`config.mk`:
```
export PLATFORM = sky130hd
export DESIGN_NAME = regfile_write_arbiter
export DESIGN_NICKNAME = d
export VERILOG_FILES = /design/src/rtl/regfile_write_arbiter.sv
export SDC_FILE = /design/constraint.sdc
export NUM_CORES = 1
export LEC_CHECK = 0
export ABC_AREA = 0
export CAP_MARGIN = 20
export CORE_ASPECT_RATIO = 1.25
export CORE_MARGIN = 2
export CORE_UTILIZATION = 42
export CTS_BUF_LIST = sky130_fd_sc_hd__clkbuf_16
export CTS_CLUSTER_SIZE = 24
export DETAILED_ROUTE_END_ITERATION = 6
export GPL_TIMING_DRIVEN = 0
export PLACE_DENSITY = 0.86
export SYNTH_ARGS = -nofsm -noshare
export SYNTH_HDL_FRONTEND = slang
export SYNTH_SLANG_ARGS = --single-unit
```
`constraint.sdc`:
```
create_clock -name CLK -period 5.4 [get_ports CLK]
set_input_delay 0.81 -clock CLK [delete_from_list [all_inputs] [get_ports CLK]]
set_output_delay 0.81 -clock CLK [all_outputs]
set_load 0.1 [all_outputs]
```
`src/rtl/regfile_write_arbiter.sv`:
```
// regfile_write_arbiter
// ---------------------
// Arbitrates between two requesters (A = CPU writeback, B = debug/program
// loader) for the single register-file write port. Each cycle at most one
// requester is granted through a valid/ready handshake. The granted write is
// registered and presented to the register file one cycle later. Writes to
// register $0 are accepted but dropped, and counted. A starvation guard
// forces a grant to B after it has waited STARVE_LIMIT cycles in
// fixed-priority mode.
//
// Parameters
//   PRIORITY_MODE : 0 = round-robin, 1 = A fixed priority + B starvation guard
//   STARVE_LIMIT  : cycles B may wait before a forced grant (1..15)
//   CNT_W         : width of DropCount
//
// Ports
//   CLK        in   clock, rising edge
//   Reset      in   synchronous active-high reset
//   AValid     in   A has a write pending
//   AReady     out  A granted this cycle (combinational)
//   AAddr      in   A destination register [4:0]
//   AData      in   A write data [31:0]
//   BValid     in   B has a write pending
//   BReady     out  B granted this cycle (combinational)
//   BAddr      in   B destination register [4:0]
//   BData      in   B write data [31:0]
//   RegWre     out  registered write enable to the register file
//   WriteReg   out  registered write address [4:0]
//   WriteData  out  registered write data [31:0]
//   PendValid  out  write in flight this cycle (equals RegWre)
//   DropCount  out  saturating count of accepted writes to $0 [CNT_W-1:0]

module regfile_write_arbiter #(
    parameter int PRIORITY_MODE = 1,
    parameter int STARVE_LIMIT  = 4,
    parameter int CNT_W         = 8
) (
    input  logic             CLK,
    input  logic             Reset,
    input  logic             AValid,
    output logic             AReady,
    input  logic [4:0]       AAddr,
    input  logic [31:0]      AData,
    input  logic             BValid,
    output logic             BReady,
    input  logic [4:0]       BAddr,
    input  logic [31:0]      BData,
    output logic             RegWre,
    output logic [4:0]       WriteReg,
    output logic [31:0]      WriteData,
    output logic             PendValid,
    output logic [CNT_W-1:0] DropCount
);

    typedef enum logic {
        GRANT_A = 1'b0,
        GRANT_B = 1'b1
    } grant_e;

    localparam logic [3:0] LIMIT = 4'(STARVE_LIMIT);

    grant_e      last_grant;
    logic [3:0]  wait_cnt;
    logic        grant_a;
    logic        grant_b;
    logic        xfer;
    logic [4:0]  xfer_addr;
    logic [31:0] xfer_data;

    // Grant decision depends only on the valids and internal state, so the
    // ready outputs never combinationally depend on address or data.
    always_comb begin
        grant_a = 1'b0;
        grant_b = 1'b0;
        if (!Reset) begin
            if (AValid && !BValid) begin
                grant_a = 1'b1;
            end else if (BValid && !AValid) begin
                grant_b = 1'b1;
            end else if (AValid && BValid) begin
                if (PRIORITY_MODE == 0) begin
                    if (last_grant == GRANT_B) grant_a = 1'b1;
                    else                       grant_b = 1'b1;
                end else begin
                    if (wait_cnt == LIMIT) grant_b = 1'b1;
                    else                   grant_a = 1'b1;
                end
            end
        end
    end

    assign AReady    = grant_a;
    assign BReady    = grant_b;
    assign xfer      = grant_a || grant_b;
    assign xfer_addr = grant_b ? BAddr : AAddr;
    assign xfer_data = grant_b ? BData : AData;
    assign PendValid = RegWre;

    always_ff @(posedge CLK) begin
        if (Reset) begin
            last_grant <= GRANT_B;
            wait_cnt   <= '0;
            RegWre     <= 1'b0;
            WriteReg   <= '0;
            WriteData  <= '0;
            DropCount  <= '0;
        end else begin
            // Wait counter tracks only an uninterrupted wait by B.
            if (!BValid || grant_b) begin
                wait_cnt <= '0;
            end else if (wait_cnt < LIMIT) begin
                wait_cnt <= wait_cnt + 4'd1;
            end

            if (grant_a) begin
                last_grant <= GRANT_A;
            end else if (grant_b) begin
                last_grant <= GRANT_B;
            end

            RegWre <= xfer && (xfer_addr != 5'd0);
            if (xfer && (xfer_addr != 5'd0)) begin
                WriteReg  <= xfer_addr;
                WriteData <= xfer_data;
            end

            if (xfer && (xfer_addr == 5'd0) && (DropCount != '1)) begin
                DropCount <= DropCount + 1'b1;
            end
        end
    end

endmodule
```
Word-level counts from Yosys, hierarchy flattened
Index checks and enable logic that the tools add are counted.
Word-level totals
  bits of input ports: 78
  memory bits (writable): 0
  logic and storage cells: 35
  output and inout bits: 49
  register bits: 50
  memories kept: 0
  memory bits (read-only): 0
  latch bits: 0
Cells by class
  reductions and logical operators: 13
  $lt $le $gt $ge: 1
  bitwise logic cells: 0
  shift-type cells: 0
  mux-type cells: 12
  div/mod/pow operators: 0
  $mul: 0
  $add $sub $neg: 2
  equal/unequal tests: 2
Operators with widths (number)
  32-bit two-way mux: 1
  1-bit two-way mux: 10
  8-bit by 1-bit adder with 8-bit output, second input constant: 1
  8-bit inequality test, second input constant: 1
  1-bit logical AND: 6
  5-bit logical NOT: 1
  5-bit two-way mux: 1
  5-bit nonzero test: 1
  4-bit by 1-bit adder with 4-bit output, second input constant: 1
  4-bit by 3-bit == test with 1-bit output, second input constant: 1
  4-bit by 3-bit less-than comparator with 1-bit output, second input constant: 1
  1-bit logical NOT: 2
  1-bit logical OR: 2
  2-bit OR reduction: 1

Longest topological paths before layout
  depth after elaboration: 10
  gate-level depth with buffers: 9
  gate-level depth less buffers: 7

Least setup slack after synthesis
OpenSTA, ideal clock, no wires.
  path kind: input port to output port
  from: in Reset
  to: out BReady
  data required time: 4590 ps
  slack: 2272 ps
  buffers on the path: 3
  arrival: 2318 ps
  stages on the path: 6
  cell sequence: nand2b_1 -> a21o_1 -> clkbuf_1 -> buf_2 -> buf_2 -> inv_1
Between the ends
  longest elaborated chain between the ends: 1
RTL lines
  from (decl): line 39  | input logic Reset,
  1-bit two-way mux: line 75  | if (!Reset) begin
  to (decl): line 45  | output logic BReady,
Every way passes these cells.

Final worst setup path
Ends and elaborated chain as after synthesis.

==> metrics.yaml <==
hp-class: "flip-flop to flip-flop"
area_growth_pct: 63.81
cp.arrival_ps: 3600
grt_max_degree: 16
gr-total-overflow: 0
die_w_um: 70.53
cts_buffers: 5
first_global_vias: 2450
cts_sinks: 50
holdWs_ps: 482.4
io_pins: 127
antenna_left: 0
synth_edf_count: 0
grt_pass1_wl_um: 11160
setup_viol: 0
first_pass_iters: 4
fmax_ghz: 0.2265
synthCells: 247
fp.dieH_um: 87.16
relSlewSlack_pct: 32.97
seq_area_frac_synth_pct: 43.08
grt_usage_pct: 22.44
tightest_slew_ps: 1002
remaining_drc_errors: 0
synthFlopType: "dfxtp_1"
irDropWorstVdd_v: 0.0001912
rows: 30
port_buffers: 126
synth-warning-count: 0
drv_cap: 0
cts_resized: 0
dr.first_iter.drc_count: 67
synth_cell_types: 37
drive_gt1_share_pct: 4.462
clock_skew_ps: 9.647
cts_root_buffer: "clkbuf_16"
end_kind: "output port"
cts.path.max_buffers: 2
p_leak_uw: 0.001569
cts_tree: "built"
avgRoutedWirePerCell_um: 15.11
dp_hpwl_um: 5289
place.gp.congestion: 0.7907
antennaDiodeCount: 0
synth-seq-cells: 50
clkLatencyLatePin_ps: 290
cts_setup_buffers: 0
clk_pin_slew_ps: 70
synth-async-reset-ratio_pct: 0
final_nets: 461
syn_area_um2: 2323
initial_utilization_pct: 43.29
rsz0062_at_grt: "false"
critPathMaxFanout: 10
min_period_ps: 4415
worstPathRequired_ps: 4590
wl_um: 6723
drv_slew: 0
ctsHoldBuffers: 0
power.density_nw_per_um2: 281.4
status: "completed"
h-tree-depth: 2
avgViaCountPerCell: 5.312
finalCritPeriodShare_pct: 81.75
dieArea_um2: 6147
critical_path_class: "input pin to output port"
antenna_found_initial: 0
setup-tns-final_ps: 0
cp-start-kind: "input pin"
synth_nets: 328
n_fill_cell: 445
core_area_um2: 5368
syn_avg_cell_area_um2: 9.407
hold_viol_final: 0
num_vias: 2364
Yosys cell counts, types with 2 or more instances:
cell	n	area, um2
o31ai_1	4	30.03
o41ai_1	2	17.52
dfxtp_1	50	1001
nand3_1	3	15.01
ha_1	3	37.54
inv_1	8	30.03
nand2_1	3	11.26
nor2b_1	2	12.51
nor2_1	42	157.7
o21ai_0	3	15.01
mux2i_1	38	380.4
buf_2	3	15.01
or4_1	5	37.54
a21oi_1	9	45.04
clkbuf_1	16	60.06
a211oi_1	35	262.8
critical path, stage by stage:
cell and delay [ps]:
clkdlybuf4s50_1 490, nand2b_1 190, a21o_1 100, clkbuf_1 230, buf_2 350, buf_2 370, inv_1 80, clkdlybuf4s50_1 980
layer usage:
layer | routed length, um | track usage, %
met1 | 2521 | 23.94
met2 | 3689 | 42.97
met3 | 445 | 6.134
met4 | 67 | 6.119
met5 | 0 | 0
kinds of logic (layout without fill, tap and decap cells):
logic type | after synthesis | after routing | share of synthesized area, %
AOI/OAI and AO/OA | 62 | 62 | 20.19
and+or+nand+nor | 64 | 64 | 13.03
DFF | 50 | 50 | 43.08
muxes | 39 | 39 | 16.85
buffers and inverters | 28 | 162 | 4.847
adders and majority gates | 3 | 3 | 1.616
xor gates and xnor gates | 1 | 1 | 0.3770
where the power goes:
group	internal [uW]	total, uW	switching (uW)
logic	119	365	246
registers	392	404	12.0
clock network	169	302	133
worst paths after layout:
check | to | startpoint | depth (start not counted) | slack (ps)
setup / recovery | BReady | Reset | 8 | 990
hold / removal | WriteReg[1] | WriteReg[1] | 2 | 480
hold reg to reg | WriteReg[1] | WriteReg[1] | 2 | 480
setup reg to reg | WriteData[21] | wait_cnt[0] | 9 | 2870
through the flow:
stage	instance area (um2)	setup slack (ps)	power (uW)	util, %	cells
finish	3806	985.3	1071	70.91	445
global route	3806	833.7	1110	70.91	445
CTS	3806	983.2	1076	70.91	445
detailed placement	3665	1006	777.6	68.28	437
global placement	3665	1020	772.8	68.28	437
floorplan	2323	2272	653.1	-	247
sequential cells by signal (all words and copies together) (netlist names):
signal,cells
PendValid,1
WriteReg,5
WriteData,32
wait_cnt,4
DropCount,8
layout make-up:
cell class | instances | area (um2) | area share, %
Clock buffer | 5 | 125.1 | 3.287
Clock inverter | 3 | 16.27 | 0.4274
Buffer | 20 | 82.58 | 2.170
Timing Repair Buffer | 126 | 1261 | 33.14
Tap cell | 64 | 80.08 | 2.104
Inverter | 8 | 30.03 | 0.7890
Multi-Input combinational cell | 169 | 1210 | 31.79
Sequential cell | 50 | 1001 | 26.30
layout by cell type (no fill, tap or decap), drive strengths merged, types with 3 or more instances in the layout:
| cell type | count |
|---|---|
| buf | 4 |
| clkdlybuf4s50 | 126 |
| o21ai | 3 |
| a21oi | 10 |
| clkbuf | 21 |
| nand3 | 3 |
| or4 | 6 |
| a211oi | 36 |
| dfxtp | 50 |
| ha | 3 |
| nor2 | 42 |
| nand2 | 3 |
| mux2i | 38 |
| inv | 8 |
| o31ai | 4 |
Power figures use the tool's default switching activity.
